### src/rtl/rvfi_step_sched_pkg.sv
// ---------------------------------------------------------------------------
// rvfi_step_sched_pkg
// Shared types for the RVFI step scheduler:
//   retire_entry_t : one buffered retirement {order, pc, intr, mip}
//   sched_state_e  : handshake FSM states (IDLE / INTR / STEP)
//   step_count_inc : wrapping increment of the completed-step counter
// The pc field is sized for the widest supported XLEN (64); narrower cores
// zero-extend into it and truncate on the way out.
// ---------------------------------------------------------------------------
package rvfi_step_sched_pkg;

  localparam int unsigned ORDER_W  = 64;
  localparam int unsigned PC_MAX_W = 64;
  localparam int unsigned MIP_W    = 32;
  localparam int unsigned STEPS_W  = 32;

  typedef struct packed {
    logic [ORDER_W-1:0]  order;
    logic [PC_MAX_W-1:0] pc;
    logic                intr;
    logic [MIP_W-1:0]    mip;
  } retire_entry_t;

  typedef enum logic [1:0] {
    ST_IDLE = 2'd0,
    ST_INTR = 2'd1,
    ST_STEP = 2'd2
  } sched_state_e;

  // Completed-step counter wraps 0xFFFFFFFF -> 0 rather than saturating.
  function automatic logic [STEPS_W-1:0] step_count_inc(input logic [STEPS_W-1:0] cnt);
    return cnt + STEPS_W'(1);
  endfunction

endpackage

### src/rtl/rvfi_step_scheduler_fifo.sv
// ---------------------------------------------------------------------------
// rvfi_step_fifo
// Retirement buffer for the step scheduler. DEPTH entries, power of two, so
// the read/write pointers wrap naturally modulo DEPTH.
// A push is accepted when not full, or when full and a pop happens in the
// same cycle (the freed slot is the one being written). Pops on an empty
// buffer are ignored.
// Ports:
//   clk, rst_n       clock, asynchronous active-low reset (pointers/fill)
//   push, wr_data    write request and entry
//   pop              remove head entry
//   accept           push was taken this cycle
//   head             entry at the read pointer (valid only when !empty)
//   full, empty      occupancy flags
//   fill             number of buffered entries, 0..DEPTH
// ---------------------------------------------------------------------------
module rvfi_step_fifo
  import rvfi_step_sched_pkg::*;
#(
  parameter int unsigned DEPTH = 4
) (
  input  logic                         clk,
  input  logic                         rst_n,
  input  logic                         push,
  input  retire_entry_t                wr_data,
  input  logic                         pop,
  output logic                         accept,
  output retire_entry_t                head,
  output logic                         full,
  output logic                         empty,
  output logic [$clog2(DEPTH+1)-1:0]   fill
);

  localparam int unsigned PTR_W  = $clog2(DEPTH);
  localparam int unsigned FILL_W = $clog2(DEPTH+1);

  retire_entry_t      mem [DEPTH];
  logic [PTR_W-1:0]   wr_ptr_q;
  logic [PTR_W-1:0]   rd_ptr_q;
  logic [FILL_W-1:0]  fill_q;
  logic               pop_ok;

  assign full   = (fill_q == FILL_W'(DEPTH));
  assign empty  = (fill_q == '0);
  assign pop_ok = pop && !empty;
  assign accept = push && (!full || pop_ok);
  assign head   = mem[rd_ptr_q];
  assign fill   = fill_q;

  // Storage carries no reset: an entry is only observed once fill covers it.
  always_ff @(posedge clk) begin
    if (accept) begin
      mem[wr_ptr_q] <= wr_data;
    end
  end

  always_ff @(posedge clk or negedge rst_n) begin
    if (!rst_n) begin
      wr_ptr_q <= '0;
      rd_ptr_q <= '0;
      fill_q   <= '0;
    end else begin
      if (accept) begin
        wr_ptr_q <= wr_ptr_q + PTR_W'(1);
      end
      if (pop_ok) begin
        rd_ptr_q <= rd_ptr_q + PTR_W'(1);
      end
      case ({accept, pop_ok})
        2'b10:   fill_q <= fill_q + FILL_W'(1);
        2'b01:   fill_q <= fill_q - FILL_W'(1);
        default: fill_q <= fill_q;
      endcase
    end
  end

endmodule

### src/rtl/rvfi_step_scheduler.sv
// ---------------------------------------------------------------------------
// rvfi_step_scheduler
// Buffers RVFI retirements and replays them to a reference model one step at
// a time. An entry flagged as the first instruction of a trap handler first
// presents its mip value (intr_req_o/intr_ack_i handshake) and then requests
// the model step (step_req_o/step_ack_i). Each completed step pops the buffer.
//
// Optional feature macro: RVFI_STEP_SCHED_ORDER_CHECK_EN
//   defined   -> order_err_o goes sticky when an accepted retirement's order
//                is not the previously accepted order + 1 (first one exempt)
//   undefined -> order_err_o tied to 0
//
// Parameters: DEPTH (buffer entries, power of two, >=2), XLEN (PC width, <=64)
// Ports:
//   clk_i, rst_ni                clock, asynchronous active-low reset
//   rvfi_valid_i/order/pc/intr   retirement from the core
//   mip_i                        interrupt-pending value at retirement
//   intr_req_o, intr_irq_o       request model to apply mip; mip value
//   intr_ack_i                   model applied mip
//   step_req_o, step_pc_o,
//   step_order_o                 request one model step for the head entry
//   step_ack_i                   model step complete
//   fill_o                       buffered entries
//   steps_o                      completed steps (wrapping)
//   overflow_o                   sticky: a retirement was dropped (buffer full)
//   order_err_o                  sticky: order discontinuity (see macro)
// ---------------------------------------------------------------------------
module rvfi_step_scheduler
  import rvfi_step_sched_pkg::*;
#(
  parameter int unsigned DEPTH = 4,
  parameter int unsigned XLEN  = 32
) (
  input  logic                         clk_i,
  input  logic                         rst_ni,
  input  logic                         rvfi_valid_i,
  input  logic [63:0]                  rvfi_order_i,
  input  logic [XLEN-1:0]              rvfi_pc_i,
  input  logic                         rvfi_intr_i,
  input  logic [31:0]                  mip_i,
  output logic                         intr_req_o,
  output logic [31:0]                  intr_irq_o,
  input  logic                         intr_ack_i,
  output logic                         step_req_o,
  output logic [XLEN-1:0]              step_pc_o,
  output logic [63:0]                  step_order_o,
  input  logic                         step_ack_i,
  output logic [$clog2(DEPTH+1)-1:0]   fill_o,
  output logic [31:0]                  steps_o,
  output logic                         overflow_o,
  output logic                         order_err_o
);

  retire_entry_t  wr_entry;
  retire_entry_t  head;
  logic           fifo_full;
  logic           fifo_empty;
  logic           fifo_accept;
  logic           pop;

  sched_state_e   state_q;
  sched_state_e   state_d;
  logic [31:0]    steps_q;
  logic           overflow_q;

  // Retirement capture: widen pc into the package-wide entry layout.
  always_comb begin
    wr_entry             = '0;
    wr_entry.order       = rvfi_order_i;
    wr_entry.pc[XLEN-1:0] = rvfi_pc_i;
    wr_entry.intr        = rvfi_intr_i;
    wr_entry.mip         = mip_i;
  end

  rvfi_step_fifo #(
    .DEPTH (DEPTH)
  ) u_fifo (
    .clk     (clk_i),
    .rst_n   (rst_ni),
    .push    (rvfi_valid_i),
    .wr_data (wr_entry),
    .pop     (pop),
    .accept  (fifo_accept),
    .head    (head),
    .full    (fifo_full),
    .empty   (fifo_empty),
    .fill    (fill_o)
  );

  // Handshake FSM: next state and pop decision.
  always_comb begin
    state_d = state_q;
    pop     = 1'b0;
    case (state_q)
      ST_IDLE: begin
        if (!fifo_empty) begin
          state_d = head.intr ? ST_INTR : ST_STEP;
        end
      end
      ST_INTR: begin
        if (intr_ack_i) begin
          state_d = ST_STEP;
        end
      end
      ST_STEP: begin
        if (step_ack_i) begin
          pop     = 1'b1;
          state_d = ST_IDLE;
        end
      end
      default: state_d = ST_IDLE;
    endcase
  end

  // Outputs are decoded purely from state and the buffer head, so they stay
  // stable for the whole handshake and read as zero whenever idle.
  always_comb begin
    intr_req_o   = 1'b0;
    intr_irq_o   = '0;
    step_req_o   = 1'b0;
    step_pc_o    = '0;
    step_order_o = '0;
    case (state_q)
      ST_INTR: begin
        intr_req_o = 1'b1;
        intr_irq_o = head.mip;
      end
      ST_STEP: begin
        step_req_o   = 1'b1;
        step_pc_o    = head.pc[XLEN-1:0];
        step_order_o = head.order;
      end
      default: ;
    endcase
  end

  // Upper pc bits exist only to share one entry layout across XLEN values.
  logic unused_head_pc;
  assign unused_head_pc = ^head.pc;

  always_ff @(posedge clk_i or negedge rst_ni) begin
    if (!rst_ni) begin
      state_q    <= ST_IDLE;
      steps_q    <= '0;
      overflow_q <= 1'b0;
    end else begin
      state_q <= state_d;
      if (pop) begin
        steps_q <= step_count_inc(steps_q);
      end
      // Dropped: full buffer and no pop freeing a slot this cycle.
      if (rvfi_valid_i && !fifo_accept) begin
        overflow_q <= 1'b1;
      end
    end
  end

  assign steps_o    = steps_q;
  assign overflow_o = overflow_q;

`ifdef RVFI_STEP_SCHED_ORDER_CHECK_EN
  logic        have_prev_q;
  logic [63:0] prev_order_q;
  logic        order_err_q;

  // Only accepted retirements take part; dropped ones are never compared.
  always_ff @(posedge clk_i or negedge rst_ni) begin
    if (!rst_ni) begin
      have_prev_q  <= 1'b0;
      prev_order_q <= '0;
      order_err_q  <= 1'b0;
    end else if (fifo_accept) begin
      if (have_prev_q && (rvfi_order_i != prev_order_q + 64'd1)) begin
        order_err_q <= 1'b1;
      end
      prev_order_q <= rvfi_order_i;
      have_prev_q  <= 1'b1;
    end
  end

  assign order_err_o = order_err_q;
`else
  assign order_err_o = 1'b0;
`endif

endmodule

### config.mk
export PLATFORM = sky130hd
export DESIGN_NAME = rvfi_step_scheduler
export DESIGN_NICKNAME = d
export VERILOG_FILES = /design/src/rtl/rvfi_step_sched_pkg.sv /design/src/rtl/rvfi_step_scheduler_fifo.sv /design/src/rtl/rvfi_step_scheduler.sv
export SDC_FILE = /design/constraint.sdc
export NUM_CORES = 1
export LEC_CHECK = 0
export ABC_AREA = 1
export CAP_MARGIN = 25
export CORE_MARGIN = 3
export CORE_UTILIZATION = 55
export DETAILED_ROUTE_END_ITERATION = 10
export HOLD_SLACK_MARGIN = 0.02
export PLACE_DENSITY = 0.83
export SLEW_MARGIN = 30
export SYNTH_ARGS = -nofsm -noshare
export SYNTH_HDL_FRONTEND = slang
export SYNTH_SLANG_ARGS = --single-unit
### constraint.sdc
create_clock -name clk_i -period 8.2 [get_ports clk_i]
set_input_delay 1.23 -clock clk_i [delete_from_list [all_inputs] [get_ports clk_i]]
set_output_delay 1.23 -clock clk_i [all_outputs]
set_load 0.005 [all_outputs]
* Word level (Yosys, flattened, before mapping)
Memories as Yosys holds them, arrays and structs flattened. Index checks and enable logic that the tools add are counted. W data, S select, Z words.
Storage, ports and cells: flip-flop bits (word level) 42, bits of input ports 134, memories 1, logic and storage cells 46, output and inout bits 167, RAM bits 516
Operators by class: eq/ne operators 8, reductions and logical operators 11, $add $sub $neg 5, muxes and demuxes 15
Memory list:
- u_fifo.mem | words 4, width 129, read ports 1, clocked after memory_dff 0, write ports 1, line rvfi_step_scheduler_fifo.sv:37 | retire_entry_t mem [DEPTH];
Operators with widths (number):
- $mux W32 | 2
- $mux W64 | 1
- $add A32 B1 Y32 const B | 1
- $mux W2 | 4
- $mux W1 | 6
- $ne A2 B2 Y1 const B | 3
- $pmux W2 S3 | 1
- $pmux W3 S2 | 1
- $add A2 B1 Y2 const B | 2
- $eq A2 B1 Y1 const B | 2
- $eq A2 B2 Y1 const B | 2
- $add A3 B1 Y3 const B | 1
- $eq A3 B3 Y1 const B | 1
- $logic_and A1 B1 Y1 | 3
- $logic_not A1 Y1 | 3
- $logic_not A3 Y1 | 1
- $reduce_and A3 Y1 | 1
- $sub A3 B1 Y3 const B | 1
- $logic_not A2 Y1 | 1
- $reduce_bool A2 Y1 | 1
- $logic_or A1 B1 Y1 | 1

* Logic depth before layout (Yosys ltp)
word-level depth 7, mapped depth 11, depth with buffers taken out 11

* Modules after synthesis
From an unflattened synthesis, not the netlist that was laid out.
Second synthesis, totals: cells, all modules 2303, area, all modules 27682.8 um^2
By module, submodules not included:
- rvfi_step_fifo | seq. area each 19513.7 um^2, instances 1, area an instance 24696.2 um^2, cells an instance 1781
- rvfi_step_scheduler | seq. area each 875.8 um^2, instances 1, area an instance 2986.6 um^2, cells an instance 522

* Worst setup path after synthesis
Ideal clock, no wire load.
kind input port to flip-flop, start in step_ack_i, end mem u_fifo.mem[0][0] (netlist name), enable pin, library setup time 0.619 ns, required time 7.581 ns, buffers on the path 0, stages on the path 4, path slack 0.550 ns, arrival 7.030 ns, cells stage by stage nand3_4 > nand2_1 > nand2_1 > nor2_1
On the way: word-level cells in the longest chain between the ends 7
Ends and longest elaborated chain:
- start: declaration | line rvfi_step_scheduler.sv:47 | input logic step_ack_i,
- $mux W1 | line rvfi_step_scheduler.sv:106 | if (step_ack_i) begin
- $mux W1 | line rvfi_step_scheduler.sv:94 | case (state_q)
- $logic_and A1 B1 Y1 | line rvfi_step_scheduler_fifo.sv:45 | assign pop_ok = pop && !empty;
- $logic_or A1 B1 Y1 | line rvfi_step_scheduler_fifo.sv:46 | assign accept = push && (!full || pop_ok);
- $logic_and A1 B1 Y1 | line rvfi_step_scheduler_fifo.sv:46
- $mux W1 | line rvfi_step_scheduler_fifo.sv:52 | if (accept) begin
- $mux W1 (implied by the code) | line rvfi_step_scheduler_fifo.sv:53 | mem[wr_ptr_q] <= wr_data;
- end: declaration | line rvfi_step_scheduler_fifo.sv:37
No other way between the ends.

* Worst setup path after layout
start reg u_fifo.rd_ptr_q[1], end out step_order_o[44]
On the way: word-level cells in the longest chain between the ends 2
Ends and longest elaborated chain:
- start: declaration | line rvfi_step_scheduler_fifo.sv:39 | logic [PTR_W-1:0] rd_ptr_q;
- start signal: assignment | line rvfi_step_scheduler_fifo.sv:67 | rd_ptr_q <= rd_ptr_q + PTR_W'(1);
- $mem_v2 Z4 W129
- $mux W64 | line rvfi_step_scheduler.sv:123 | case (state_q)
- end: declaration | line rvfi_step_scheduler.sv:46 | output logic [63:0] step_order_o,
No other way between the ends.

==> flow_metrics.py <==
metrics = {
    "worst_setup_path": {
        "timing.rr.end": "u_fifo.mem[3][79]$_DFFE_PP_",
        "crit_required_ns": 6.97,
        "worst_setup_path_start_kind": "flip-flop",
        "critPathSlowestCell": "dfrtp_4",
        "path_cells": "inv_4, buf_4, nor2_1, o21ai_0, a21oi_1, clkdlybuf4s50_1",
        "critPathKind": "reg2out",
        "worstReg2RegStart": "state_q[0]$_DFFE_PN0P_",
        "arrival_ns": 4.04,
        "ff2ff_setup_slack_ns": 4.92,
        "crit_fanout": 70,
        "cpPeakStageDelay_ns": 1.05,
        "cp-end-kind": "output pin",
        "reg2reg_depth": 6,
    },
    "synthesis": {
        "ys_seq_area_share_pct": 74.85,
        "synth_cells": 1783,
        "synth_ff_type": "edfxtp_1",
        "yosysUniqueCellTypes": 30,
        "synth_edf_count": 516,
        "yosysWarnings": 0,
        "ys_ff_latch": 558,
        "synth_nets": 1924,
        "syn_avg_cell_area_sq_um": 12.40,
        "ys_async_sr_fraction_pct": 7.527,
        "synth_area_sq_um": 22110,
    },
    "sta": {
        "hold_viol": 0,
        "max_freq_mhz": 189.7,
        "tightest_slew_ns": 0.9830,
        "slew_headroom_pct": 34.47,
        "post-route-min-period_ns": 5.271,
        "finalSetupTns_ns": 0,
        "setup_viol": 0,
        "finalCritPeriodShare_pct": 64.28,
        "rsz0062_at_grt": "false",
        "slew_viol_final": 0,
        "fin_skew_ns": 0.01007,
    },
    "placement": {
        "placed_area_sq_um": 25510,
        "portBuffers": 299,
        "place_congestion": 0.8922,
        "place_inst": 2517,
        "hpwl_um": 31420,
    },
    "hold_path": {
        "holdPathStages": 1,
        "holdPathEnd": "steps_o[7]$_DFFE_PN0P_",
        "min_path_type": "reg2reg",
        "hp-start": "steps_o[7]$_DFFE_PN0P_",
    },
    "die": {
        "initial_core_util_pct": 56.41,
        "num_rows": 72,
        "die_area_sq_um": 42630,
        "die_y_um": 206.5,
        "design.core.area_sq_um": 39190,
        "pin_count": 301,
        "die_width_um": 206.5,
    },
    "power_and_ir_drop": {
        "clkPwrFrac_pct": 26.0,
        "switching_share_pct": 33.40,
        "ir_drop_uv": 246.5,
        "power.switching_uw": 3157,
        "power_per_cell_area_nw_per_um2": 346.1,
        "comb_power_share_pct": 31.9,
        "p_leak_uw": 0.009366,
        "intPower_uw": 6294,
        "seq_power_share_pct": 42.0,
    },
    "cells_and_area": {
        "mostFrequentLayoutCells": "nor2_1 (540), edfxtp_1 (516), clkdlybuf4s50_1 (298)",
        "final-instance-count-excl-fill": 2623,
        "drive_gt1_share_pct": 6.095,
        "finalInstanceArea_sq_um": 27300,
        "final_common_cell": "nor2_1",
        "syn_to_final_growth_pct": 23.52,
        "layout.nets": 2196,
    },
    "grt": {
        "grt_pass1_vias": 15000,
        "antenna_found_initial": 10,
        "grt_max_degree": 169,
        "gr-total-overflow": 0,
        "grt_pass1_wl_um": 81740,
        "grt_util_all_layers_pct": 24.96,
    },
    "routing": {
        "drt_wl_total_um": 54120,
        "routed_via_density": 5.696,
        "wire_per_inst_um": 20.63,
        "vias": 14940,
        "firstDrtPassIters": 8,
        "drt-initial-drc-count": 1322,
        "drc": 0,
        "postRouteAntennaNets": 0,
    },
    "clocking": {
        "cts_resized": 0,
        "clock_sinks": 558,
        "htreeDepth": 2,
        "clockRootBuffer": "clkbuf_16",
        "cts_hold_buf": 0,
        "clk_latency_ns": 0.58,
        "clk_path_buf_depth": 3,
        "post_cts_buffers": 0,
        "cts_tree": "yes",
        "clkTransAtPathRegs_ns": 0.06,
        "cts_made_buffers": 54,
    },
    "run_status": {
        "status": "completed",
    },
    "flow_run": {
        "drv_cap": 0,
    },
}
## cell usage after synthesis, types with 2 or more instances
| cell type | count | area (sq um) |
|---|---|---|
| a21oi_1 | 130 | 650.6 |
| buf_1 | 9 | 33.78 |
| buf_2 | 24 | 120.1 |
| buf_4 | 12 | 90.09 |
| clkbuf_1 | 54 | 202.7 |
| dfrtp_1 | 42 | 1051 |
| edfxtp_1 | 516 | 15490 |
| ha_1 | 6 | 75.07 |
| inv_1 | 30 | 112.6 |
| inv_2 | 3 | 11.26 |
| nand2_1 | 74 | 277.8 |
| nand3_1 | 11 | 55.05 |
| nand3_4 | 2 | 35.03 |
| nand3b_1 | 5 | 37.54 |
| nand3b_4 | 2 | 40.04 |
| nand4_1 | 8 | 50.05 |
| nor2_1 | 544 | 2042 |
| nor2_2 | 5 | 31.28 |
| nor2_4 | 4 | 45.04 |
| nor3_1 | 6 | 30.03 |
| o21ai_0 | 263 | 1316 |
| xnor2_1 | 12 | 105.1 |
| xor2_1 | 14 | 122.6 |
## through the flow
step                util, %  hold WS [ns]  worst slack (ns)  total power, uW
floorplan                 -        0.4663            0.5504             5735
global placement      64.96        0.4966             3.295             6878
detailed placement    65.09        0.5050             3.577             7025
CTS                   69.62        0.5185             2.894             9503
global route          69.68        0.5277             2.736             9943
finish                69.68        0.5254             2.929             9451
## cell type report
type	count	area [sq um]
Antenna cell	5	12.51
Clock buffer	59	1391
Clock inverter	42	384.1
Fill cell	2587	11880
Inverter	33	133.9
Multi-Input combinational cell	1093	5035
Sequential cell	558	16550
Tap cell	518	648.1
Timing Repair Buffer	315	3147
## per-layer routing
metal | part of all wire (%) | vias up | wire length (um) | global-route usage, %
met5 | 0.11 | - | 62 | 0
met4 | 3.0 | 10 | 1623 | 10.45
met3 | 8.2 | 118 | 4452 | 5.843
li1 | - | 6816 | - | -
met2 | 51 | 689 | 27440 | 41.84
met1 | 38 | 7308 | 20540 | 31.48
## power by group through the flow
stage / clock network (uW) / registers (uW) / logic, uW
after CTS: 2500 / 3970 / 3040
after floorplan: 0 / 3980 / 1750
after detailed placement: 0 / 4020 / 3000
after global routing: 2610 / 4010 / 3320
after global placement: 0 / 4040 / 2840
final: 2460 / 3970 / 3020
## cells by family (layout without fill, tap and decap cells)
logic type,Yosys count,count (layout),share of synthesized area (%)
other,1,6,0.01696
AO/OA/AOI/OAI,395,395,8.965
XOR/XNOR,26,26,1.030
flip-flops,558,558,74.85
AND/OR/NAND/NOR,664,664,12.13
adder cells (fa/ha/maj),7,7,0.4302
buffers and inverters,132,449,2.581
## flip-flops by register name (all words and copies together), names as in the netlist
name	flops
overflow_o	1
u_fifo.wr_ptr_q	2
state_q	2
u_fifo.rd_ptr_q	2
u_fifo.fill	3
u_fifo.mem	516
steps_o	32
## critical path: cells and delay by family, from the launching register on
kind / cells / cell delay [ns]
and+or+nand+nor: 1 / 0.22
buffers and inverters: 3 / 1.73
DFF: 1 / 1.05
AOI/OAI and AO/OA: 2 / 0.39
## worst max path at each step
stage	startpoint	to	slack (ns)	cells after the start
6_report	u_fifo.rd_ptr_q[1]$_DFFE_PN0P_	step_order_o[44]	2.93	6
5_1_grt	u_fifo.rd_ptr_q[1]$_DFFE_PN0P_	intr_irq_o[2]	2.74	6
4_1_cts	u_fifo.rd_ptr_q[1]$_DFFE_PN0P_	step_order_o[44]	2.89	6
3_5_place_dp	u_fifo.rd_ptr_q[1]$_DFFE_PN0P_	intr_irq_o[2]	3.58	6
3_3_place_gp	u_fifo.rd_ptr_q[0]$_DFFE_PN0P_	intr_irq_o[2]	3.30	5
2_1_floorplan	step_ack_i	u_fifo.mem[0][0]$_DFFE_PP_	0.55	4
No activity file was read; power rests on OpenSTA's default activity.
